<file path="src/rtl/regfile_sequencer.sv">
// One-instruction-at-a-time register-file sequencer: fetch, operand read, execute wait, writeback,
// with a debug port that borrows the register file between instructions.
module regfile_sequencer #(
    parameter int EXEC_TIMEOUT = 64
) (
    input  logic        clk,
    input  logic        reset,
    input  logic        active,
    output logic        fetch,
    input  logic        instr_valid,
    input  logic [31:0] instr_rdata,
    output logic [31:0] instruction,
    output logic        reg_dst,
    output logic        valid_read,
    output logic        valid_write,
    output logic        w_en,
    output logic [31:0] write_data,
    input  logic [31:0] read_data1,
    output logic        exec_start,
    input  logic        exec_done,
    input  logic        exec_wb,
    input  logic [31:0] exec_result,
    input  logic        dbg_req,
    input  logic        dbg_we,
    input  logic [4:0]  dbg_addr,
    input  logic [31:0] dbg_wdata,
    output logic        dbg_ack,
    output logic [31:0] dbg_rdata,
    output logic [31:0] instr_count,
    output logic        exec_err
);
    localparam int CNT_W = $clog2(EXEC_TIMEOUT + 1);

    typedef enum logic [2:0] {
        S_IDLE, S_FETCH, S_READ, S_EXEC, S_WB, S_DBG_RD, S_DBG_RSP, S_DBG_WR
    } state_t;

    state_t             state_q, state_d;
    logic [31:0]        instruction_q, instruction_d;
    logic               reg_dst_q, reg_dst_d;
    logic [31:0]        write_data_q, write_data_d;
    logic [31:0]        dbg_rdata_q, dbg_rdata_d;
    logic [31:0]        instr_count_q, instr_count_d;
    logic               exec_err_q, exec_err_d;
    logic [CNT_W-1:0]   cnt_q, cnt_d;
    logic               last_dbg_q, last_dbg_d;

    always_comb begin
        state_d       = state_q;
        instruction_d = instruction_q;
        reg_dst_d     = reg_dst_q;
        write_data_d  = write_data_q;
        dbg_rdata_d   = dbg_rdata_q;
        instr_count_d = instr_count_q;
        exec_err_d    = exec_err_q;
        cnt_d         = cnt_q;
        last_dbg_d    = last_dbg_q;
        case (state_q)
            S_IDLE: begin
                // After a debug access a waiting instruction gets the next slot, so neither side starves.
                if (dbg_req && !(last_dbg_q && active)) begin
                    last_dbg_d = 1'b1;
                    if (dbg_we) begin
                        state_d       = S_DBG_WR;
                        instruction_d = {11'b0, dbg_addr, 16'b0};
                        reg_dst_d     = 1'b0;
                        write_data_d  = dbg_wdata;
                    end else begin
                        state_d       = S_DBG_RD;
                        instruction_d = {6'b0, dbg_addr, 21'b0};
                    end
                end else if (active) begin
                    state_d    = S_FETCH;
                    last_dbg_d = 1'b0;
                end
            end
            S_FETCH: begin
                if (instr_valid) begin
                    instruction_d = instr_rdata;
                    reg_dst_d     = (instr_rdata[31:26] == 6'd0);
                    state_d       = S_READ;
                end else if (!active) begin
                    state_d = S_IDLE;
                end
            end
            S_READ: begin
                cnt_d   = CNT_W'(1);
                state_d = S_EXEC;
            end
            S_EXEC: begin
                if (exec_done) begin
                    if (exec_wb) begin
                        write_data_d = exec_result;
                        state_d      = S_WB;
                    end else begin
                        instr_count_d = instr_count_q + 32'd1;
                        state_d       = S_IDLE;
                    end
                end else if (cnt_q == CNT_W'(EXEC_TIMEOUT)) begin
                    exec_err_d = 1'b1;
                    state_d    = S_IDLE;
                end else begin
                    cnt_d = cnt_q + CNT_W'(1);
                end
            end
            S_WB: begin
                instr_count_d = instr_count_q + 32'd1;
                state_d       = S_IDLE;
            end
            S_DBG_RD: begin
                // ReadData1 is valid while the read strobe is up; capture it so it is stable under the ack.
                dbg_rdata_d = read_data1;
                state_d     = S_DBG_RSP;
            end
            S_DBG_RSP: state_d = S_IDLE;
            S_DBG_WR:  state_d = S_IDLE;
            default:   state_d = S_IDLE;
        endcase
    end

    always_ff @(posedge clk or negedge reset) begin
        if (!reset) begin
            state_q       <= S_IDLE;
            instruction_q <= 32'd0;
            reg_dst_q     <= 1'b0;
            write_data_q  <= 32'd0;
            dbg_rdata_q   <= 32'd0;
            instr_count_q <= 32'd0;
            exec_err_q    <= 1'b0;
            cnt_q         <= '0;
            last_dbg_q    <= 1'b0;
        end else begin
            state_q       <= state_d;
            instruction_q <= instruction_d;
            reg_dst_q     <= reg_dst_d;
            write_data_q  <= write_data_d;
            dbg_rdata_q   <= dbg_rdata_d;
            instr_count_q <= instr_count_d;
            exec_err_q    <= exec_err_d;
            cnt_q         <= cnt_d;
            last_dbg_q    <= last_dbg_d;
        end
    end

    assign fetch       = (state_q == S_FETCH);
    assign valid_read  = (state_q == S_READ) || (state_q == S_DBG_RD);
    assign valid_write = (state_q == S_WB) || (state_q == S_DBG_WR);
    assign w_en        = valid_write;
    assign dbg_ack     = (state_q == S_DBG_RSP) || (state_q == S_DBG_WR);
    assign exec_start  = (state_q == S_EXEC) && (cnt_q == CNT_W'(1));

    assign instruction = instruction_q;
    assign reg_dst     = reg_dst_q;
    assign write_data  = write_data_q;
    assign dbg_rdata   = dbg_rdata_q;
    assign instr_count = instr_count_q;
    assign exec_err    = exec_err_q;
endmodule

</file>
<file path="config.mk">
export PLATFORM = sky130hd
export DESIGN_NAME = regfile_sequencer
export DESIGN_NICKNAME = d
export VERILOG_FILES = /design/src/rtl/regfile_sequencer.sv
export SDC_FILE = /design/constraint.sdc
export NUM_CORES = 1
export LEC_CHECK = 0
export BUFFER_PORTS_ARGS = -buffer_cell sky130_fd_sc_hd__clkbuf_2
export CAP_MARGIN = 40
export CORE_ASPECT_RATIO = 0.75
export CORE_MARGIN = 2
export CORE_UTILIZATION = 28
export DETAILED_ROUTE_END_ITERATION = 16
export HOLD_SLACK_MARGIN = 0.02
export PLACE_DENSITY = 0.62
export SYNTH_ARGS = -nofsm -noshare
export SYNTH_HDL_FRONTEND = slang
export SYNTH_SLANG_ARGS = --single-unit
</file>
<file path="constraint.sdc">
create_clock -name clk -period 2.8 [get_ports clk]
set_clock_uncertainty 0.2 [all_clocks]
set_input_delay 0.14 -clock clk [delete_from_list [all_inputs] [get_ports clk]]
set_output_delay 0.14 -clock clk [all_outputs]
set_load 0.01 [all_outputs]
</file>
* Word level (Yosys, flattened, before mapping)
Cells that the tools add are included.
Word-level totals: register bits after elaboration 141, latch bits 0, RAM bits 0, bits in read-only memories 0, bits of input ports 141, memories kept 0
Cells by class: add/subtract/negate cells 2, multipliers 0, div/mod/pow operators 0, magnitude comparators 0, equality and inequality tests 20, shifts and indexed selects 0, mux-type cells 30, bitwise operators 1, reduce and logical (&&, ||, !) cells 23
Operators by type and width (count):
- 32-bit two-way mux | 8
- 32-bit one-hot mux with 2 select lines | 3
- 32-bit by 1-bit adder with 32-bit output (second input constant) | 1
- 26-bit two-way mux | 1
- 3-bit two-way mux | 7
- 3-bit one-hot mux with 6 select lines | 1
- 3-bit AND reduction | 5
- 7-bit two-way mux | 2
- 2-bit != test (second input constant) | 7
- 7-bit one-hot mux with 2 select lines | 1
- 3-bit equality test (second input constant) | 4
- 2-bit nonzero test | 5
- 7-bit by 1-bit adder with 7-bit output (second input constant) | 1
- 7-bit by 1-bit equality test with 1-bit output (second input constant) | 1
- 7-bit equality test (second input constant) | 1
- 3-bit by 2-bit equality test with 1-bit output (second input constant) | 2
- 6-bit logical NOT | 1
- 3-bit != test (second input constant) | 2
- 1-bit two-way mux | 5
- 5-bit AND reduction | 1
- 4-bit AND reduction | 1
- 3-bit by 1-bit equality test with 1-bit output (second input constant) | 1
- 1-bit logical AND | 3
- 3-bit logical NOT | 1
- 9 further kinds | 11

* Longest topological paths before layout
Gate-level depths: netlist of the first run.
word-level depth 5, gate-level depth with buffers 8

* Worst setup path before layout of the first run
OpenSTA, ideal clock, no wires.
path kind reg-to-reg, start register state_q[2], end register reg_dst_q, in the netlist reg_dst, setup time 0.125 ns, arrival time 1.784 ns, required time 2.475 ns, path slack 0.692 ns, cell stages (with the launch flop) 8, path buffers 2, clock period less this slack 2.108 ns, cell sequence dfrtp_1 > buf_2 > or3b_2 > inv_2 > a21oi_1 > buf_2 > a21oi_1 > mux2_2
Between the ends: longest elaborated chain between the ends 3, elaborated cells on any way between the ends 8, classes of those cells eq/ne (4); mux (1); reduce/logical (3)
Ends and longest elaborated chain:
- start: declaration | line 38 | state_t state_q, state_d;
- start signal: assignment | line 133 | state_q <= state_d;
- 3-bit by 1-bit equality test with 1-bit output / 3-bit logical NOT (equally long branches) | line 58 | case (state_q)
- 2-bit by 1-bit != test with 1-bit output (no source line), or another cell as far along
- 4-bit AND reduction (no source line)
- end signal: assignment | line 135 | reg_dst_q <= reg_dst_d;
- end: declaration | line 40 | logic reg_dst_q, reg_dst_d;
Parallel ways exist; a longest one is shown, timed or not. A chain may end at the register's enable or synchronous reset.

* Final worst setup path of the first run
start register state_q[2], end register instruction_q[17], in the netlist instruction[17]
Between the ends: longest elaborated chain between the ends 3, elaborated cells on any way between the ends 7, classes of those cells eq/ne (3); mux (1); reduce/logical (3)
Ends and longest elaborated chain:
- 3-bit by 1-bit equality test with 1-bit output / 3-bit logical NOT (equally long branches) | line 58
- 2-bit by 1-bit != test with 1-bit output (no source line), or another cell as far along
- 3-bit AND reduction (no source line)
- end signal: assignment | line 134 | instruction_q <= instruction_d;
- end: declaration | line 39 | logic [31:0] instruction_q, instruction_d;
Parallel ways exist; a longest one is shown, timed or not.

==> metrics.cfg, run 1 <==
[yosys]
synth_simple_gate_area_share_pct=15.4
ys_seq_area_share_pct=56.4
yosysUniqueCellTypes=47
yosysWarnings=0
yosysTopAreaCell=dfrtp_1
synth_mux_area_share_pct=11.2
ys.flop_type=dfrtp_1
synthArstFlopShare_pct=100
synth_top_family_by_area=simple AND/OR/NAND/NOR gates
synth-seq-cells=141
synth-compound-area-share_pct=8.72
yosys.area_share.xor_xnor_pct=4.76
ys_top_cells_by_area=dfrtp_1 (56%), nand2_1 (6.2%), mux2_2 (6.1%)
synth_edf_count=0
synthesis.area_um2=6250
syn_inst=577
syn-num-nets=722
synth.avg_cell_area_um2=10.8
yosys.area.top_type_share_pct=56.4
synth_fa_ha_area_share_pct=0.800

[sta]
hold_violations=0
slew_violations=0
fin_hold_ws_ns=0.0298
setup_ws_ns=0.157
fmax_ghz=0.378
finalSetupViolCount=0
min_period_over_period_pct=94.4
fin_crit_ns=2.64
setup_tns_ns=0
worstMarginPinSlew_ns=0.621
grt_setup_unrepaired=false
slew_headroom_pct=58.0

[clock_network]
cts-root-buf=clkbuf_16
cts_buffer_depth=2
path_clk_slew_ns=0.07
insertion_delay_ns=0.41
cts_buffers=17
cts_setup_buffers=0
htree_levels=4
tritoncts=done
clock_sinks=141

[drt]
finalWirelength_um=18700
viasPerCell=4.43
wl_per_cell_um=14.3
highest_layer=met4
drt_first_pass_iters=4
dr_wl_met2_um=8480
vias=5792
route.met3.wl_um=1360
wl_met1_um=8500
drt_iter0_markers=257
drc=0
antenna_left=0

[grt]
track_usage_pct=16.1
grt_pass1_wl_um=30200
grt_overflow=0
antenna_found_initial=0
grt_max_degree=69
first_global_vias=5991

[critical_path]
path_buf_inv=3
cp.arrival_ns=2.76
cp_top_family=buffers and inverters
cp-end-kind=register
reg2reg_slack_ns=0.16
path_class=register to register
worstSetupStartpointType=register
rr_worst_depth=6
crit_fanout=30
max_stage_delay_ns=0.60
critical-path-slowest-cell=or3b_2
worstPathRequired_ns=2.91
crit_chain=or3b_2 > inv_2 > buf_6 > a21oi_1 > dlygate4sd3_1 > o21ai_0
reg2reg_from=state_q[2]$_DFFE_PN0P_
regToRegEndpoint=instruction[17]$_DFFE_PN0P_

[cells_and_area]
nets=1144
drive_gt1_share_pct=36.0
area_delta_synth_final_pct=60.6
diodes=0
final_cell_mix=clkbuf_2 (275), dlygate4sd3_1 (146), dfrtp_1 (141)
fin_cells=1306
fillCellCount=2013
layout_commonest_cell=clkbuf_2

[pwr]
p_leak_uw=0.00508
power.total_uw=8960
peakVddDrop_v=0.000476
power_density_nw_per_um2=892

[floorplan]
pin_count=277
coreArea_um2=22000
rows=47
initial_core_util_pct=28.4
die-area_um2=23600
chipHeight_um=133
fp.dieW_um=177

[min_path]
hold_class=input port to asynchronous set/reset pin

[place]
place_ws_ns=0.505
post-dp-hpwl_um=12400
gp_congestion=0.791
dpl.cell_count=1128
port_buffers=276

[outcome]
status=completed

[flow_run]
max-cap-violations=0

## power breakdown
group / total (µW) / internal, µW / switching, µW
sequential: 3210 / 2740 / 464
clock: 2270 / 1370 / 899
combinational: 3480 / 1650 / 1830
total: 8960 / 5770 / 3190
## cells in the mapped netlist (all sizes together) (4+ instances only)
| library cell | count |
|---|---|
| dfrtp | 141 |
| nand2 | 104 |
| o21ai | 71 |
| mux2 | 34 |
| mux2i | 32 |
| clkbuf | 20 |
| nand3 | 19 |
| nor2 | 19 |
| xor2 | 18 |
| xnor2 | 16 |
| a21oi | 15 |
| and3 | 14 |
| nand4 | 12 |
| buf | 8 |
| inv | 8 |
| nor3 | 8 |
| nor4 | 8 |
| ha | 4 |
## repair_timing
action,in CTS,in global routing
hold buffers,146,0
endpoints found under the setup margin,0,5
hold endpoints to repair,243,0
gates resized for setup,0,1
## stage by stage
stage	instance area (µm²)	util (%)
2_1_floorplan	6250	-
3_3_place_gp	7990	36.3
3_5_place_dp	7990	36.3
4_1_cts	10000	45.7
5_1_grt	10000	45.7
6_report	10000	45.7
## worst max path at each step
stage / startpoint / to / slack [ns] / cells after the start
2_1_floorplan: state_q[2]$_DFFE_PN0P_ / reg_dst$_DFFE_PN0P_ / 0.69 / 7
3_3_place_gp: state_q[2]$_DFFE_PN0P_ / write_data[17]$_DFFE_PN0P_ / 0.50 / 6
3_5_place_dp: state_q[2]$_DFFE_PN0P_ / write_data[22]$_DFFE_PN0P_ / 0.50 / 6
4_1_cts: state_q[2]$_DFFE_PN0P_ / instruction[17]$_DFFE_PN0P_ / 0.09 / 6
5_1_grt: state_q[2]$_DFFE_PN0P_ / instruction[16]$_DFFE_PN0P_ / 0.02 / 6
6_report: state_q[2]$_DFFE_PN0P_ / instruction[17]$_DFFE_PN0P_ / 0.16 / 6
## layer usage
layer,vias up,track usage [%]
met2,215,25.7
met3,21,5.11
met4,0,5.00
li1,2855,-
met5,-,0
met1,2701,20.9
## logic make-up after synthesis
family | Yosys count
simple gates | 197
flops | 141
compound gates | 99
mux | 66
buf+inv | 36
xor+xnor | 34
fa+ha+maj | 4
## state kept, by name (all words and copies together), names as in the netlist
register     cells
exec_err         1
instruction     32
cnt_q            7
reg_dst          1
last_dbg_q       1
state_q          3
dbg_rdata       32
write_data      32
instr_count     32
## final cells by class
cell class                 count  area, µm²  share of cell area [%]
sequential                   141       3530                    35.1
timing repair buffer         431       2930                    29.2
multi-input combinational    400       2590                    25.8
clock buffer                  21        460                    4.58
tap                          294        368                    3.66
clock inverter                11        133                    1.32
inverter                       8       30.0                   0.299
No activity file was read; power rests on OpenSTA's default activity.
==> inputs of run 2 (changes only) <==
- PLACE_DENSITY: 0.62 -> 0.64
- clock period: 2.8 -> 2.27 ns (I/O delays scaled with it)
==> run 2 against run 1 <==
Critical endpoint is now exec_start. Worst setup slack got worse by 0.034 ns. Register-to-register slack barely moved. Die area unchanged. First-iteration DRC count grew 16%. Core utilization up 0.85 points. Worst hold slack better by 0.056 ns. Highest routed layer unchanged.
==> metrics.cfg, run 2 (synthesis results as in run 1) <==
[outcome]
status=completed

[cells_and_area]
area_delta_synth_final_pct=63.6
final_util_pct=46.5
final_cell_mix=clkbuf_2 (275), dlygate4sd3_1 (143), dfrtp_1 (138)
diodes=0
register_area_um2=3530
multi_input_area_um2=2640
drive_gt1_share_pct=37.7
fillCellCount=1983
layout_commonest_cell=clkbuf_2
nets=1155

[sta]
slew_headroom_pct=66.7
setup_tns_ns=0
fin_crit_ns=2.15
fin_hold_ws_ns=0.0855
fmax_ghz=0.466
min_period_over_period_pct=94.6
slew_violations=0
worstMarginPinSlew_ns=0.499
finalSetupViolCount=0
hold_violations=0

[pwr]
p_leak_uw=0.00520
power_density_nw_per_um2=1090
peakVddDrop_v=0.000494
power.total_uw=11100

[floorplan]
fp.dieW_um=177
pin_count=277
chipHeight_um=133
coreArea_um2=22000
die-area_um2=23600
initial_core_util_pct=28.4
rows=47

[critical_path]
path_buf_inv=2
crit_fanout=4
cp_top_family=simple AND/OR/NAND/NOR gates
reg2reg_slack_ns=0.16
cp-end-kind=primary output
path_class=register to primary output
worstPathRequired_ns=1.96
crit_chain=nor4_4 > nor4bb_4 > buf_4 > clkbuf_2
worstSetupStartpointType=register
critical-path-slowest-cell=dfrtp_1
cp.arrival_ns=1.83
max_stage_delay_ns=0.44

[grt]
antenna_found_initial=0
grt_pass1_wl_um=31300
grt_overflow=0
track_usage_pct=16.8
first_global_vias=6036
grt_max_degree=66

[clock_network]
insertion_delay_ns=0.42
htree_levels=4
clock_sinks=141
path_clk_slew_ns=0.06
cts_buffers=17
cts_buffer_depth=2
tritoncts=done
cts-root-buf=clkbuf_16

[drt]
vias=5948
antenna_left=0
drc=0
wl_per_cell_um=14.9
drt_first_pass_iters=4
drt_iter0_markers=298
viasPerCell=4.52
finalWirelength_um=19700

[flow_run]
max-cap-violations=0

[min_path]
hold_class=input port to register

[place]
port_buffers=276
post-dp-hpwl_um=12700
gp_congestion=0.824

## run 2: metrics by stage
stage          cell area (µm²)  instances  setup slack (ns)
6_report                 10200       1317             0.124
5_1_grt                  10200       1317           -0.0111
4_1_cts                  10200       1316            0.0123
3_5_place_dp              8140       1140            0.0889
3_3_place_gp              8140       1140             0.127
2_1_floorplan             6250        577             0.162
## run 2: area by class of cell
class	instances	share of cell area (%)
repair buffers	442	30.0
flip-flops and latches	141	34.5
multi-input cells	400	25.8
clock inverters	15	1.61
well taps	294	3.60
inverters	8	0.294
clock buffers	17	4.16
## run 2: metal layers
layer,up-vias,part of all wire [%],global-route usage (%)
met4,0,1.2,4.59
met5,-,0,0
met2,221,47,28.0
met3,18,7.4,5.02
li1,2877,-,-
met1,2832,44,21.1
## run 2: worst paths after layout
| check | start | endpoint | depth (start not counted) |
|---|---|---|---|
| worst max-delay path | cnt_q[5]$_DFFE_PN0P_ | exec_start | 4 |
| worst min-delay path | dbg_we | state_q[1]$_DFFE_PN0P_ | 4 |
| worst max register to register | state_q[1]$_DFFE_PN0P_ | write_data[23]$_DFFE_PN0P_ | 5 |
| worst min register to register | instruction[19]$_DFFE_PN0P_ | instruction[19]$_DFFE_PN0P_ | 2 |
| max in group asynchronous | reset | state_q[0]$_DFFE_PN0P_ | 4 |
| min in group asynchronous | reset | instruction[14]$_DFFE_PN0P_ | 3 |
## run 2: report_power, final
group	internal, µW	total [µW]	switching, µW	leakage (µW)
clock network	1570	2800	1230	0.000290
logic	2080	4370	2290	0.00314
registers	3390	3950	564	0.00178
## run 2: what timing repair did
action | in CTS | in global routing
hold endpoints to repair | 243 | 0
resized for setup | 5 | 6
pin swaps | 0 | 1
buffers inserted | 0 | 2
hold buffers | 144 | 0
endpoints found under the setup margin | 2 | 26
## run 2: worst min-delay path, stage by stage
cell	delay (ns)
clkbuf_2	0.19
o21ai_0	0.11
a32oi_1	0.07
a21o_1	0.17
==> inputs of run 3 (changes only) <==
- ABC_AREA: default -> 1
- PLACE_DENSITY: 0.64 -> 0.63
==> run 3 against run 2 <==
Global-route usage up 0.20 points. Non-clock buffer count down 4. Core utilization down 1.7 points. Via count up 20%. Sequential share of layout area down 1.7 points. Total power up 7.7%. Highest routed layer unchanged. Die area up 9.8%. Synthesized cell count up 44%. Cell area up 5.2%. Routed wire length up 12%. Clock power up 15%. Largest cell class unchanged.
==> metrics.cfg, run 3 <==
[yosys]
syn-num-nets=978
synthArstFlopShare_pct=100
yosysTopAreaCell=dfrtp_1
synth.avg_cell_area_um2=8.26
synthesis.area_um2=6880
synth-seq-cells=141
yosysUniqueCellTypes=32
syn_inst=833
synth_edf_count=0
netlist_top_cells_count=nand2_1 (359), dfrtp_1 (141), nand3_1 (92)
ys.flop_type=dfrtp_1
synth.most_common_cell=nand2_1
ys_seq_area_share_pct=51.3
ys_top_cells_by_area=dfrtp_1 (51%), nand2_1 (20%), nand3_1 (6.7%)
yosysWarnings=0
yosys.area.top_type_share_pct=51.3

[place]
gp_congestion=0.854
port_buffers=276
placed_cell_area_um2=8620
place_ws_ns=0.155
dpl.cell_count=1422
post-dp-hpwl_um=14500

[sta]
fmax_ghz=0.469
hold_violations=0
finalSetupViolCount=0
setup_tns_ns=0
fin_crit_ns=2.13
grt_setup_unrepaired=false
slew_headroom_pct=60.3
slew_violations=0
setup_ws_ns=0.140
worstMarginPinSlew_ns=0.596
min_period_over_period_pct=93.9

[drt]
finalWirelength_um=22100
drc=0
vias=7147
wl_per_cell_um=13.8
drt_iter0_markers=447
drt_first_pass_iters=5
viasPerCell=4.47
antenna_left=0

[cells_and_area]
register_area_um2=3530
nets=1401
fin_cells=1600
final_cell_mix=nand2_1 (359), clkbuf_2 (275), dlygate4sd3_1 (143)
multi_input_area_um2=2990
fillCellCount=2322
design_area_um2=10800
layout_commonest_cell=nand2_1
area_delta_synth_final_pct=56.5
diodes=0
drive_gt1_share_pct=30.0

[clock_network]
insertion_delay_ns=0.42
cts_buffer_depth=2
clock_sinks=141
path_clk_slew_ns=0.06
htree_levels=4
cts-root-buf=clkbuf_16
tritoncts=done
cts_buffers=17

[pwr]
p_sw_share_pct=36.6
power.internal_uw=7590
p_sw_uw=4390
p_leak_uw=0.00568
p_clk_share_pct=27.0
peakVddDrop_v=0.000506
power_frac_comb_pct=39.2
seq_power_share_pct=33.8
power_density_nw_per_um2=1110

[critical_path]
crit_chain=inv_1 > nand2_2 > buf_4 > inv_1 > buf_6 > clkbuf_2
worstPathRequired_ns=1.96
path_class=register to primary output
reg2reg_from=state_q[2]$_DFFE_PN0P_
crit_fanout=32
cp_top_family=buffers and inverters
regToRegEndpoint=write_data[16]$_DFFE_PN0P_
path_buf_inv=5
crit_path_frequent_cell=inv_1
reg2reg_slack_ns=0.17
cp.arrival_ns=1.82
critical_path_depth=6
worstSetupStartpointType=register
rr_worst_depth=8
critical-path-slowest-cell=dfrtp_1
cp-end-kind=primary output
max_stage_delay_ns=0.46

[floorplan]
coreArea_um2=24000
die-area_um2=25900
fp.dieW_um=185
initial_core_util_pct=28.6
pin_count=277
chipHeight_um=140
rows=49

[flow_run]
max-cap-violations=0

[grt]
grt_pass1_wl_um=35000
grt_overflow=0
antenna_found_initial=0
track_usage_pct=17.0
grt_max_degree=60
first_global_vias=7057

[min_path]
hold_class=input port to asynchronous set/reset pin

[outcome]
status=completed

[run 3: stage by stage]
stage | utilization [%] | power [µW] | hold slack [ns]
4_1_cts | 44.7 | 12000 | 0.0591
3_3_place_gp | 35.9 | 8190 | -0.0574
5_1_grt | 44.8 | 12800 | 0.0936
2_1_floorplan | - | 6620 | -0.382
3_5_place_dp | 35.9 | 8260 | -0.0586
6_report | 44.8 | 12000 | 0.0524
[run 3: area by class of cell]
cell class | instances | share of cell area [%]
clock buffers | 21 | 4.46
well taps | 331 | 3.85
clock inverters | 11 | 1.88
multi-input cells | 618 | 27.8
inverters | 40 | 1.42
repair buffers | 438 | 27.8
flip-flops and latches | 141 | 32.8
[run 3: what timing repair did]
item	4_1_cts	5_1_grt
hold buffers	143	0
setup buffers	0	3
resized for setup	0	5
setup endpoints to repair	0	35
endpoints found under the hold margin	243	0
[run 3: worst max path at each step]
| stage | end | from |
|---|---|---|
| floorplan | instr_count[22]$_DFFE_PN0P_ | instr_count[0]$_DFFE_PN0P_ |
| global placement | cnt_q[0]$_DFFE_PN0P_ | state_q[2]$_DFFE_PN0P_ |
| detailed placement | write_data[19]$_DFFE_PN0P_ | state_q[1]$_DFFE_PN0P_ |
| CTS | write_data[16]$_DFFE_PN0P_ | state_q[2]$_DFFE_PN0P_ |
| global route | write_data[29]$_DFFE_PN0P_ | state_q[1]$_DFFE_PN0P_ |
| finish | fetch | state_q[2]$_DFFE_PN0P_ |
[run 3: kinds of logic after synthesis]
| group | Yosys count | share of synthesized area [%] |
|---|---|---|
| buffers and inverters | 74 | 5.29 |
| AO/OA/AOI/OAI | 19 | 1.45 |
| XOR/XNOR | 21 | 2.67 |
| multiplexers | 32 | 5.24 |
| AND/OR/NAND/NOR | 542 | 33.3 |
| adder cells (fa/ha/maj) | 4 | 0.727 |
| flip-flops | 141 | 51.3 |
[run 3: power by group through the flow]
stage               sequential, µW  clock [µW]  combinational (µW)
finish                        4050        3230                4690
global route                  4160        3400                5230
CTS                           4020        3310                4630
detailed placement            4050           0                4210
global placement              4050           0                4140
floorplan                     4410           0                2210
[run 3: per-layer routing]
| layer | part of all wire [%] | vias to the layer above | GRT usage, % | routed length [µm] |
|---|---|---|---|---|
| met5 | 0 | - | 0 | 0 |
| met4 | 2.3 | 0 | 6.43 | 514 |
| met3 | 7.6 | 39 | 5.18 | 1670 |
| met2 | 46 | 271 | 27.1 | 10100 |
| met1 | 44 | 3320 | 21.5 | 9750 |
| li1 | - | 3517 | - | - |
